==> src/rtl/cpu_ctrl_pkg.sv <==
`default_nettype none
// ============================================================================
//  Module      : cpu_ctrl_pkg
//  Description : Shared types and defaults for the CPU control request encoder.
//  Revision    : 1.0
// ============================================================================
package cpu_ctrl_pkg;

    typedef enum logic {
        ENC_EMPTY = 1'b0,
        ENC_FULL  = 1'b1
    } enc_state_t;

    localparam int ENC_N_DEFAULT = 4;

endpackage : cpu_ctrl_pkg
`default_nettype wire

==> src/rtl/round_robin_request_encoder_pick.sv <==
`default_nettype none
// ============================================================================
//  Module      : rotating_priority_pick
//  Description : Finds the first set mask bit at or above ptr, wrapping N-1 -> 0.
//  Revision    : 1.0
// ============================================================================
module rotating_priority_pick #(
    parameter int N = 4,
    parameter int W = $clog2(N)
) (
    input  logic [N-1:0] mask,
    input  logic [W-1:0] ptr,
    output logic         found,
    output logic [W-1:0] sel
);

    localparam logic [W:0] C_N_WIDE = (W+1)'(N);

    logic [W:0] w_cand;

    // Walk offsets from farthest to nearest so the nearest set bit wins last.
    always_comb begin
        found  = |mask;
        sel    = '0;
        w_cand = '0;
        for (int k = N - 1; k >= 0; k--) begin
            w_cand = {1'b0, ptr} + (W+1)'(k);
            if (w_cand >= C_N_WIDE) begin
                w_cand = w_cand - C_N_WIDE;
            end
            if (mask[w_cand[W-1:0]]) begin
                sel = w_cand[W-1:0];
            end
        end
    end

endmodule : rotating_priority_pick
`default_nettype wire

==> src/rtl/round_robin_request_encoder.sv <==
`default_nettype none
// ============================================================================
//  Module      : round_robin_request_encoder
//  Description : Sticky pending mask of request pulses, drained round-robin as
//                a binary index plus one-hot echo over a valid/ready handshake.
//  Revision    : 1.0
// ============================================================================
module round_robin_request_encoder
    import cpu_ctrl_pkg::*;
#(
    parameter int N = ENC_N_DEFAULT,
    parameter int W = $clog2(N)
) (
    input  logic         clk,
    input  logic         reset,
    input  logic [N-1:0] req_set,
    output logic         idx_valid,
    input  logic         idx_ready,
    output logic [W-1:0] idx_out,
    output logic [N-1:0] onehot_out,
    output logic [N-1:0] pending_out,
    output logic         any_pending
);

    localparam logic [W-1:0] C_LAST_IDX = W'(N - 1);

    enc_state_t   state_q, state_d;
    logic [N-1:0] pending_q, pending_d;
    logic [W-1:0] ptr_q, ptr_d;
    logic [W-1:0] idx_q, idx_d;

    logic         w_sel_found;
    logic [W-1:0] w_sel_idx;
    logic         w_load;
    logic [N-1:0] w_take_mask;

    rotating_priority_pick #(
        .N (N),
        .W (W)
    ) u_pick (
        .mask  (pending_q),
        .ptr   (ptr_q),
        .found (w_sel_found),
        .sel   (w_sel_idx)
    );

    always_comb begin
        state_d     = state_q;
        ptr_d       = ptr_q;
        idx_d       = idx_q;
        w_take_mask = '0;
        // The output register may be (re)filled when empty or when its content leaves this edge.
        w_load      = w_sel_found && ((state_q == ENC_EMPTY) || idx_ready);

        if (w_load) begin
            state_d     = ENC_FULL;
            idx_d       = w_sel_idx;
            w_take_mask = N'(1) << w_sel_idx;
            ptr_d       = (w_sel_idx == C_LAST_IDX) ? '0 : w_sel_idx + W'(1);
        end else if ((state_q == ENC_FULL) && idx_ready) begin
            state_d = ENC_EMPTY;
        end

        // A new pulse on a bit being taken keeps it pending as a fresh event.
        pending_d = (pending_q & ~w_take_mask) | req_set;
    end

    always_ff @(posedge clk or posedge reset) begin
        if (reset) begin
            state_q   <= ENC_EMPTY;
            pending_q <= '0;
            ptr_q     <= '0;
            idx_q     <= '0;
        end else begin
            state_q   <= state_d;
            pending_q <= pending_d;
            ptr_q     <= ptr_d;
            idx_q     <= idx_d;
        end
    end

    assign idx_valid   = (state_q == ENC_FULL);
    assign idx_out     = idx_q;
    assign onehot_out  = idx_valid ? (N'(1) << idx_q) : '0;
    assign pending_out = pending_q;
    assign any_pending = |pending_q;

endmodule : round_robin_request_encoder
`default_nettype wire
==> config.mk <==
export PLATFORM = sky130hd
export DESIGN_NAME = round_robin_request_encoder
export DESIGN_NICKNAME = d
export VERILOG_FILES = /design/src/rtl/cpu_ctrl_pkg.sv /design/src/rtl/round_robin_request_encoder_pick.sv /design/src/rtl/round_robin_request_encoder.sv
export SDC_FILE = /design/constraint.sdc
export NUM_CORES = 1
export LEC_CHECK = 0
export ABC_AREA = 1
export ABC_CLOCK_PERIOD_IN_PS = 3990
export CORE_MARGIN = 5
export CORE_UTILIZATION = 49
export DETAILED_ROUTE_END_ITERATION = 7
export PLACE_DENSITY = 0.88
export REMOVE_ABC_BUFFERS = 1
export SETUP_SLACK_MARGIN = 0.05
export SLEW_MARGIN = 20
export SYNTH_ARGS = -nofsm -noshare
export SYNTH_HDL_FRONTEND = slang
export SYNTH_SLANG_ARGS = --single-unit
==> constraint.sdc <==
create_clock -name clk -period 3.99 [get_ports clk]
set_clock_uncertainty 0.15 [all_clocks]
set_input_delay 0.5985 -clock clk [delete_from_list [all_inputs] [get_ports clk]]
set_output_delay 0.5985 -clock clk [all_outputs]
set_load 0.01 [all_outputs]
Word-level counts from Yosys, hierarchy flattened. Index checks and enable logic that the tools add are counted.

Bits in registers: 9. Input port bits: 7. Output and inout bits: 12. Logic and storage cells: 53.

$add $sub $neg: 8. $lt $le $gt $ge: 8. Equality and inequality tests: 1. Shift operators: 2. Mux-type cells: 21. Bitwise gates (word level): 4. Reduce and logical (&&, ||, !) cells: 5.

Operator list (number): 2-bit two-way mux (9); 2-bit by 3-bit < comparator with 1-bit output, second input constant (4); 3-bit greater-or-equal comparator, second input constant (3); 1-bit binary-select mux with 2-bit select (4); 4-bit two-way mux (2); 1-bit by 2-bit << shifter with 4-bit output, first input constant (2); 2-bit by 1-bit subtractor with 2-bit output, second input constant (4); 2-bit by 2-bit adder with 3-bit output, second input constant (2); 1-bit two-way mux (6); 4-bit bitwise AND (1); 4-bit inverter (1); 4-bit OR (1); 4-bit OR reduction (1); 2-bit by 1-bit adder with 3-bit output, second input constant (1); 2-bit by 3-bit greater-or-equal comparator with 1-bit output, second input constant (1); 2-bit by 1-bit adder with 2-bit output, second input constant (1); 2-bit equality test, second input constant (1); 1-bit logical AND (2); 2-bit nonzero test (1); 1-bit logical OR (1); 1-bit inverter (1).

Depth between registers and ports, before layout. Gate-level depths: netlist of run 1.

Word-level depth: 14. Depth in mapped cells: 14. Depth with buffers taken out: 13.

Hierarchy. Synthesis of run 1 repeated with hierarchy kept, for this count alone.

Cell total of the unflattened synthesis: 102. Area total of the unflattened synthesis: 653.1 µm².

By module, submodules not included: round_robin_request_encoder (times used 1, cells an instance 56, area each 464.2 µm², seq. area each 225.2 µm²); rotating_priority_pick (times used 1, cells an instance 46, area each 188.9 µm², seq. area each 0.0 µm²).

Worst setup path before layout of run 1. OpenSTA, ideal clock, no wires.

Path kind: register -> register. Start: register pending_q[3] (netlist: pending_out[3]). End: register ptr_q[1]. Library setup time: 0.126 ns. Data arrival time: 1.474 ns. Required time: 3.714 ns. Path slack: 2.240 ns. Stages on the path, launching flop included: 13. Buffers on the path: 0. Period minus slack after synthesis: 1.750 ns. Path through: dfrtp_1 inv_1 nand2_2 and2_4 nand2_2 nand2_2 inv_2 nand2_1 nand2_2 nand2_4 ha_1 nand2_1 o21ai_0.

Word-level cells in the longest chain between the ends: 8. Elaborated cells on any way between the ends: 17. Classes of those cells: add/sub: 1; eq/ne: 1; mux: 13; reduce/logical: 2.

RTL lines: start: declaration (line round_robin_request_encoder.sv:28) `logic [N-1:0] pending_q, pending_d;`; start signal: assignment (line round_robin_request_encoder.sv:76) `pending_q <= pending_d;`; 1-bit binary-select mux with 2-bit select (line round_robin_request_encoder_pick.sv:31) `if (mask[w_cand[W-1:0]]) begin`; 1-bit two-way mux (implied by the code) (line round_robin_request_encoder_pick.sv:31); 2-bit two-way mux (3 in a row) (line round_robin_request_encoder_pick.sv:31); 2-bit two-way mux (*) (line round_robin_request_encoder_pick.sv:31); net u_pick.sel[0] (line round_robin_request_encoder_pick.sv:14) `output logic [W-1:0] sel`; 2-bit by 1-bit adder with 2-bit output or 2-bit equality test (tied branches) (line round_robin_request_encoder.sv:59) `ptr_d = (w_sel_idx == C_LAST_IDX) ? '0 : w_sel_idx + W'(1);`; 2-bit two-way mux (*) (line round_robin_request_encoder.sv:59); end signal: assignment (line round_robin_request_encoder.sv:77) `ptr_q <= ptr_d;`; end: declaration (line round_robin_request_encoder.sv:29) `logic [W-1:0] ptr_q, ptr_d;`.

The timed path passes the listed nets; every way through them passes the cells marked *. The select of a mux whose other input is x is not followed. A chain may end at the register's enable or synchronous reset.

Final worst setup path of run 1.
Start: register idx_q[1] (netlist: idx_out[1]). End: output onehot_out[2].

Word-level cells in the longest chain between the ends: 2.

RTL lines: start: declaration (line round_robin_request_encoder.sv:30) `logic [W-1:0] idx_q, idx_d;`; start signal: assignment (line round_robin_request_encoder.sv:78) `idx_q <= idx_d;`; 1-bit by 2-bit << shifter with 4-bit output (line round_robin_request_encoder.sv:84) `assign onehot_out = idx_valid ? (N'(1) << idx_q) : '0;`; 4-bit two-way mux (line round_robin_request_encoder.sv:84); end: declaration (line round_robin_request_encoder.sv:20) `output logic [N-1:0] onehot_out,`.

No other way between the ends.

==> summary.md, run 1 <==
| Metric | Value |
|---|---|
| Status | `finished clean` |
| Starting Density | `a little over half` |
| Fin. max-slew vios | `0` |
| F_max | `0.443 GHz` |
| Maximum root-to-sink buffer count | `2` |
| Diodes inserted | `0` |
| Switching Fraction | `49.0%` |
| Post-synth top area share | `33.0%` |
| Required time worst endpoint | `3.24 ns` |
| Place WS | `2.00 ns` |
| Number of global-route vias before repair | `between 600 and 700` |
| Fin crit share | `56.6%` |
| Sequential share of power | `23.4%` |
| Synth area leader | `dfrtp_1` |
| Synth top area cells | `dfrtp_1 33%, nand2_1 13%, ha_1 7.3%` |
| DRC viols | `0` |
| Maxcap violations | `0` |
| Relative slew margins | `73.5%` |
| Internal power | `0.408 mW` |
| WL per Instance | `roughly 12 um` |
| CP max FO | `5` |
| Setup bufs post-CTS | `0` |
| Sequential share of the synthesized area | `33.0%` |
| Clock Latency Late Sink | `between 0.2 and 0.3 ns` |
| H-tree depth | `1` |
| Worst Hold Slack | `0.363 ns` |
| CP startpoint | `idx_out[1]` |
| Final hold viol count | `0` |
| Vias per Instance | `about 5` |
| Yosys synthesis warning count | `0` |
| Synth Register Bits | `9` |
| Port Buf Inserts | `18` |
| Gr usage total | `between 10% and 20%` |
| Layout area overhead | `31.4%` |
| GPL Wtd Cong | `between 0.8 and 0.9` |
| Largest net degree at the start of global routing | `11` |
| Core area | `1300 um2` |
| Setup WS post-layout | `1.73 ns` |
| Total grt overflow | `0` |
| Crit. End Element | `output pin` |
| Hold Crit Class | `reg -> reg` |
| Final setup fails | `0` |
| IO Count | `19` |
| Layout cell share with drive strength beyond 1 | `21.8%` |
| Hpwl dp | `1.29 mm` |
| Synthesized cell area | `682 um2` |
| Final Net Count | `between 100 and 150` |
| Post-synthesis cell count | `just under 90` |
| CP Class | `reg -> out` |
| Total CTS buffers | `3` |
| WP data arrival | `1.51 ns` |
| Row cnt | `13` |
| Startpoint types | `register` |
| LEAKAGE | `about 0.46 nW` |
| Maximum VDD drop | `roughly 0.5 mV` |
| Synth cell types | `24` |
| 1st-iter DRT viols | `8` |
| Comb power frac | `a little under 70%` |
| First-pass GRT wire length | `between 2 and 3 mm` |
| Clk pwr share | `9.0%` |
| Die Span Y | `47.3 um` |
| DRT Pass-1 Iters | `4` |
| Antenna-violating nets left | `0` |
| DIE WIDTH | `47.3 um` |
| Worst Tran Pin Value | `0.397 ns` |
| Quantity of hold-fixing buffers added after cts | `0` |
| Total negative slack | `0 ns` |
| Pwr dens | `892 nW/um2` |
| Clock-pin slew on the worst setup and hold paths | `approximately 0.07 ns` |
| Detailed Route WL | `1.56 mm` |
| P_sw | `about 0.39 mW` |
| CTS root buf | `clkbuf_4` |
| Initial antenna violation count | `0` |
| Tmin final | `approximately 2.3 ns` |
| Via count | `630` |
| Hold Crit Start | `pending_out[1]` |
| RSZ-0062 raised after global routing | `false` |
| Post-CTS Resized | `0` |
| RR Startpoint | `ptr_q[0]` |
| Clock tree from TritonCTS | `done` |
| CTS sink count | `9` |
| Die Footprint | `about 2200 um2` |
| Synthesized area per cell | `roughly 7.7 um2` |
area by class of cell:
type	count	area (um2)
clock buffers	4	26.3
well taps	15	18.8
inverters	15	58.8
flip-flops and latches	9	225
fillers	121	405
multi-input cells	64	387
repair buffers	18	180
synthesized netlist by cell type (all sizes together):
master / count
nor2: 4
inv: 15
o21ai: 3
or2: 1
nand4: 2
dfrtp: 9
a21oi: 1
nand2: 33
ha: 4
nand3: 6
a21o: 4
buf: 1
nor3: 4
and2: 1
a21boi: 1
metrics by stage:
stage	area [um2]	power (mW)	std cells	utilization [%]
4_1_cts	896	0.807	125	68.8
3_3_place_gp	870	0.709	121	66.8
5_1_grt	896	0.883	125	68.8
2_1_floorplan	671	0.558	88	-
6_report	896	0.799	125	68.8
3_5_place_dp	870	0.730	121	66.8
routing by layer:
layer / vias up / global-route usage (%) / wire [um]
li1: 322 / - / -
met1: 293 / 21.2 / 669
met2: 13 / 27.0 / 803
met3: 2 / 5.36 / 74
met4: 0 / 7.18 / 10
met5: - / 0 / 0
path summary, 6_finish.rpt:
check | end | slack (ns) | depth (start not counted)
setup reg to reg | ptr_q[1] | 2.01 | 12
setup / recovery | onehot_out[2] | 1.73 | 3
max in group asynchronous | pending_out[2] | 2.98 | 2
min in group asynchronous | pending_out[1] | 0.45 | 2
hold / removal | pending_out[1] | 0.36 | 1
hold reg to reg | pending_out[1] | 0.36 | 1
power groups by stage:
stage	clock network (mW)	logic [mW]	registers (mW)
floorplan	0	0.368	0.189
global placement	0	0.524	0.185
detailed placement	0	0.544	0.186
CTS	0.0738	0.547	0.186
global route	0.0777	0.611	0.194
finish	0.0722	0.540	0.187
worst max-delay path, cell delays in order, from the launching register on:
cell,delay (ns)
dfrtp_1,0.43
inv_1,0.08
nor3_1,0.18
clkdlybuf4s50_1,0.57
registers in the layout, indices dropped and copies added, names as in the netlist:
name and flops:
pending_out 4, idx_out 2, ptr_q 2, idx_valid 1
cell usage in the layout, fill, tap and decap left out, types with 3 or more instances in the layout:
cell type        synthesis  routed
nor3_1                   4       4
ha_1                     4       4
nand2_1                 24      24
nand3_1                  4       4
inv_1                   11      11
a21o_1                   4       4
clkdlybuf4s50_1          0      18
nand2_2                  7       7
inv_2                    3       3
dfrtp_1                  9       9
clkbuf_4                 0       3
kinds of logic after synthesis:
family                   synth area share [%]
buffers and inverters                    10.3
adder cells (fa/ha/maj)                  7.34
AND/OR/NAND/NOR                          39.8
AO/OA/AOI/OAI                            9.54
flip-flops                               33.0
Power figures use the tool's default switching activity.
==> run 2: changes to the inputs <==
- ABC_CLOCK_PERIOD_IN_PS: 3990 -> 2200
- CORE_UTILIZATION: 49 -> 46
- PLACE_DENSITY: 0.88 -> 0.84
- clock period: 3.99 -> 2.2 ns (I/O delays scaled with it)
==> summary.md, run 2 (synthesis results as in run 1) <==
| Metric | Value |
|---|---|
| Status | `finished clean` |
| Maximum VDD drop | `0.937 mV` |
| Hpwl dp | `around 1.2 mm` |
| Gr usage total | `12.7%` |
| Slowest stage delay, CP | `0.57 ns` |
| Fin. max-slew vios | `0` |
| Starting Density | `50.5%` |
| Maximum root-to-sink buffer count | `2` |
| Crit path max-delay cell type | `clkdlybuf4s50_1` |
| Post-CTS Resized | `0` |
| H-tree depth | `1` |
| RSZ-0062 raised after global routing | `false` |
| CTS root buf | `clkbuf_4` |
| CTS sink count | `9` |
| Fillers | `roughly 120` |
| Clock Latency Late Sink | `approximately 0.25 ns` |
| WP buf/inv | `2` |
| Total CTS buffers | `3` |
| Pwr dens | `between 1500 and 2000 nW/um2` |
| Layout area overhead | `31.4%` |
| DRT Pass-1 Iters | `4` |
| Final hold viol count | `0` |
| Final Cell Area | `roughly 900 um2` |
| Non-Filler Instances | `125` |
| Die Footprint | `between 2000 and 2500 um2` |
| Met3 usage | `1.83%` |
| Number of global-route vias before repair | `591` |
| Power, Total | `1.42 mW` |
| LEAKAGE | `roughly 0.46 nW` |
| Startpoint types | `register` |
| Maxcap violations | `0` |
| GRT met1 Usage | `roughly 16%` |
| Relative slew margins | `~76%` |
| F_max | `0.510 GHz` |
| Crit. End Element | `output pin` |
| DIE WIDTH | `48.5 um` |
| Final Net Count | `between 100 and 150` |
| Port Buf Inserts | `18` |
| Vias per Instance | `4.74` |
| Required time worst endpoint | `1.72 ns` |
| CP Cell Sequence | `inv_1 -> nor3_1 -> clkdlybuf4s50_1` |
| CP max FO | `5` |
| Diodes inserted | `0` |
| Hold Crit Class | `in -> async` |
| Tmin final | `roughly 2 ns` |
| Detailed Route WL | `1.33 mm` |
| Quantity of hold-fixing buffers added after cts | `0` |
| CP Class | `reg -> out` |
| Most frequent cells in the layout | `24 x nand2_1, 18 x clkdlybuf4s50_1, 11 x inv_1` |
| DRC viols | `0` |
| First-pass GRT wire length | `2.43 mm` |
| GRT busiest layer | `met2` |
| Clock tree from TritonCTS | `done` |
| Antenna-violating nets left | `0` |
| Final setup fails | `0` |
| Total negative slack | `0 ns` |
| Row cnt | `13` |
| Setup bufs post-CTS | `0` |
| Via count | `592` |
| GRT met2 Usage | `between 20% and 30%` |
| Total grt overflow | `0` |
| Delay-heaviest family, CP | `buffers and inverters` |
| Die Span Y | `48.5 um` |
| Place WS | `0.244 ns` |
| Dpl cells | `around 120` |
| GPL Wtd Cong | `0.875` |
| Initial antenna violation count | `0` |
| Clock-pin slew on the worst setup and hold paths | `0.06 ns` |
| 1st-iter DRT viols | `18` |
| Worst Hold Slack | `0.183 ns` |
| WP data arrival | `between 1 and 1.5 ns` |
| Core Util, Final | `approximately 66%` |
| Layout cell share with drive strength beyond 1 | `21.8%` |
| Fin crit share | `89.2%` |
| Core area | `1350 um2` |
| Max reg flops | `4` |
| Largest net degree at the start of global routing | `11` |
| Worst Tran Pin Value | `0.357 ns` |
| Setup WS post-layout | `0.238 ns` |
| Post-DP Area | `around 870 um2` |
| Most common cell after layout, fill and taps aside | `nand2_1` |
| IO Count | `19` |
| WL per Instance | `10.6 um` |
[run 2: area by class of cell]
cell class / instances / area [um2] / area share, %
Multi-Input combinational cell: 64 / 387 / 43.2
Sequential cell: 9 / 225 / 25.1
Timing Repair Buffer: 18 / 180 / 20.1
Inverter: 15 / 58.8 / 6.56
Clock buffer: 4 / 26.3 / 2.93
Tap cell: 15 / 18.8 / 2.09
[run 2: worst paths after layout]
| kind | start | end | slack, ns | depth (start not counted) |
|---|---|---|---|---|
| max in group asynchronous | reset | idx_out[1] | 1.46 | 2 |
| max reg2reg | ptr_q[0] | ptr_q[1] | 0.25 | 12 |
| min | reset | ptr_q[0] | 0.18 | 2 |
| min in group clk | pending_out[0] | pending_out[0] | 0.36 | 1 |
| max | idx_out[0] | onehot_out[3] | 0.24 | 3 |
| min reg2reg | pending_out[0] | pending_out[0] | 0.36 | 1 |
[run 2: worst register-to-register path, delay by kind of cell (launching register included)]
family	cells	cell delay [ns]
buf+inv	2	0.16
compound gates	1	0.08
flops	1	0.55
simple gates	8	0.63
fa+ha+maj	1	0.27
[run 2: report_power, final]
group          switching, mW  internal (mW)  total, mW
clock network         0.0533         0.0696      0.123
logic                  0.535          0.429      0.964
registers             0.0935          0.237      0.331
total                  0.682          0.736       1.42
[run 2: routing by layer]
metal  vias up  share of wire [%]
li1        323                  -
met1       260                 45
met2         7                 51
met3         2                2.6
met4         0                1.3
met5         -                  0
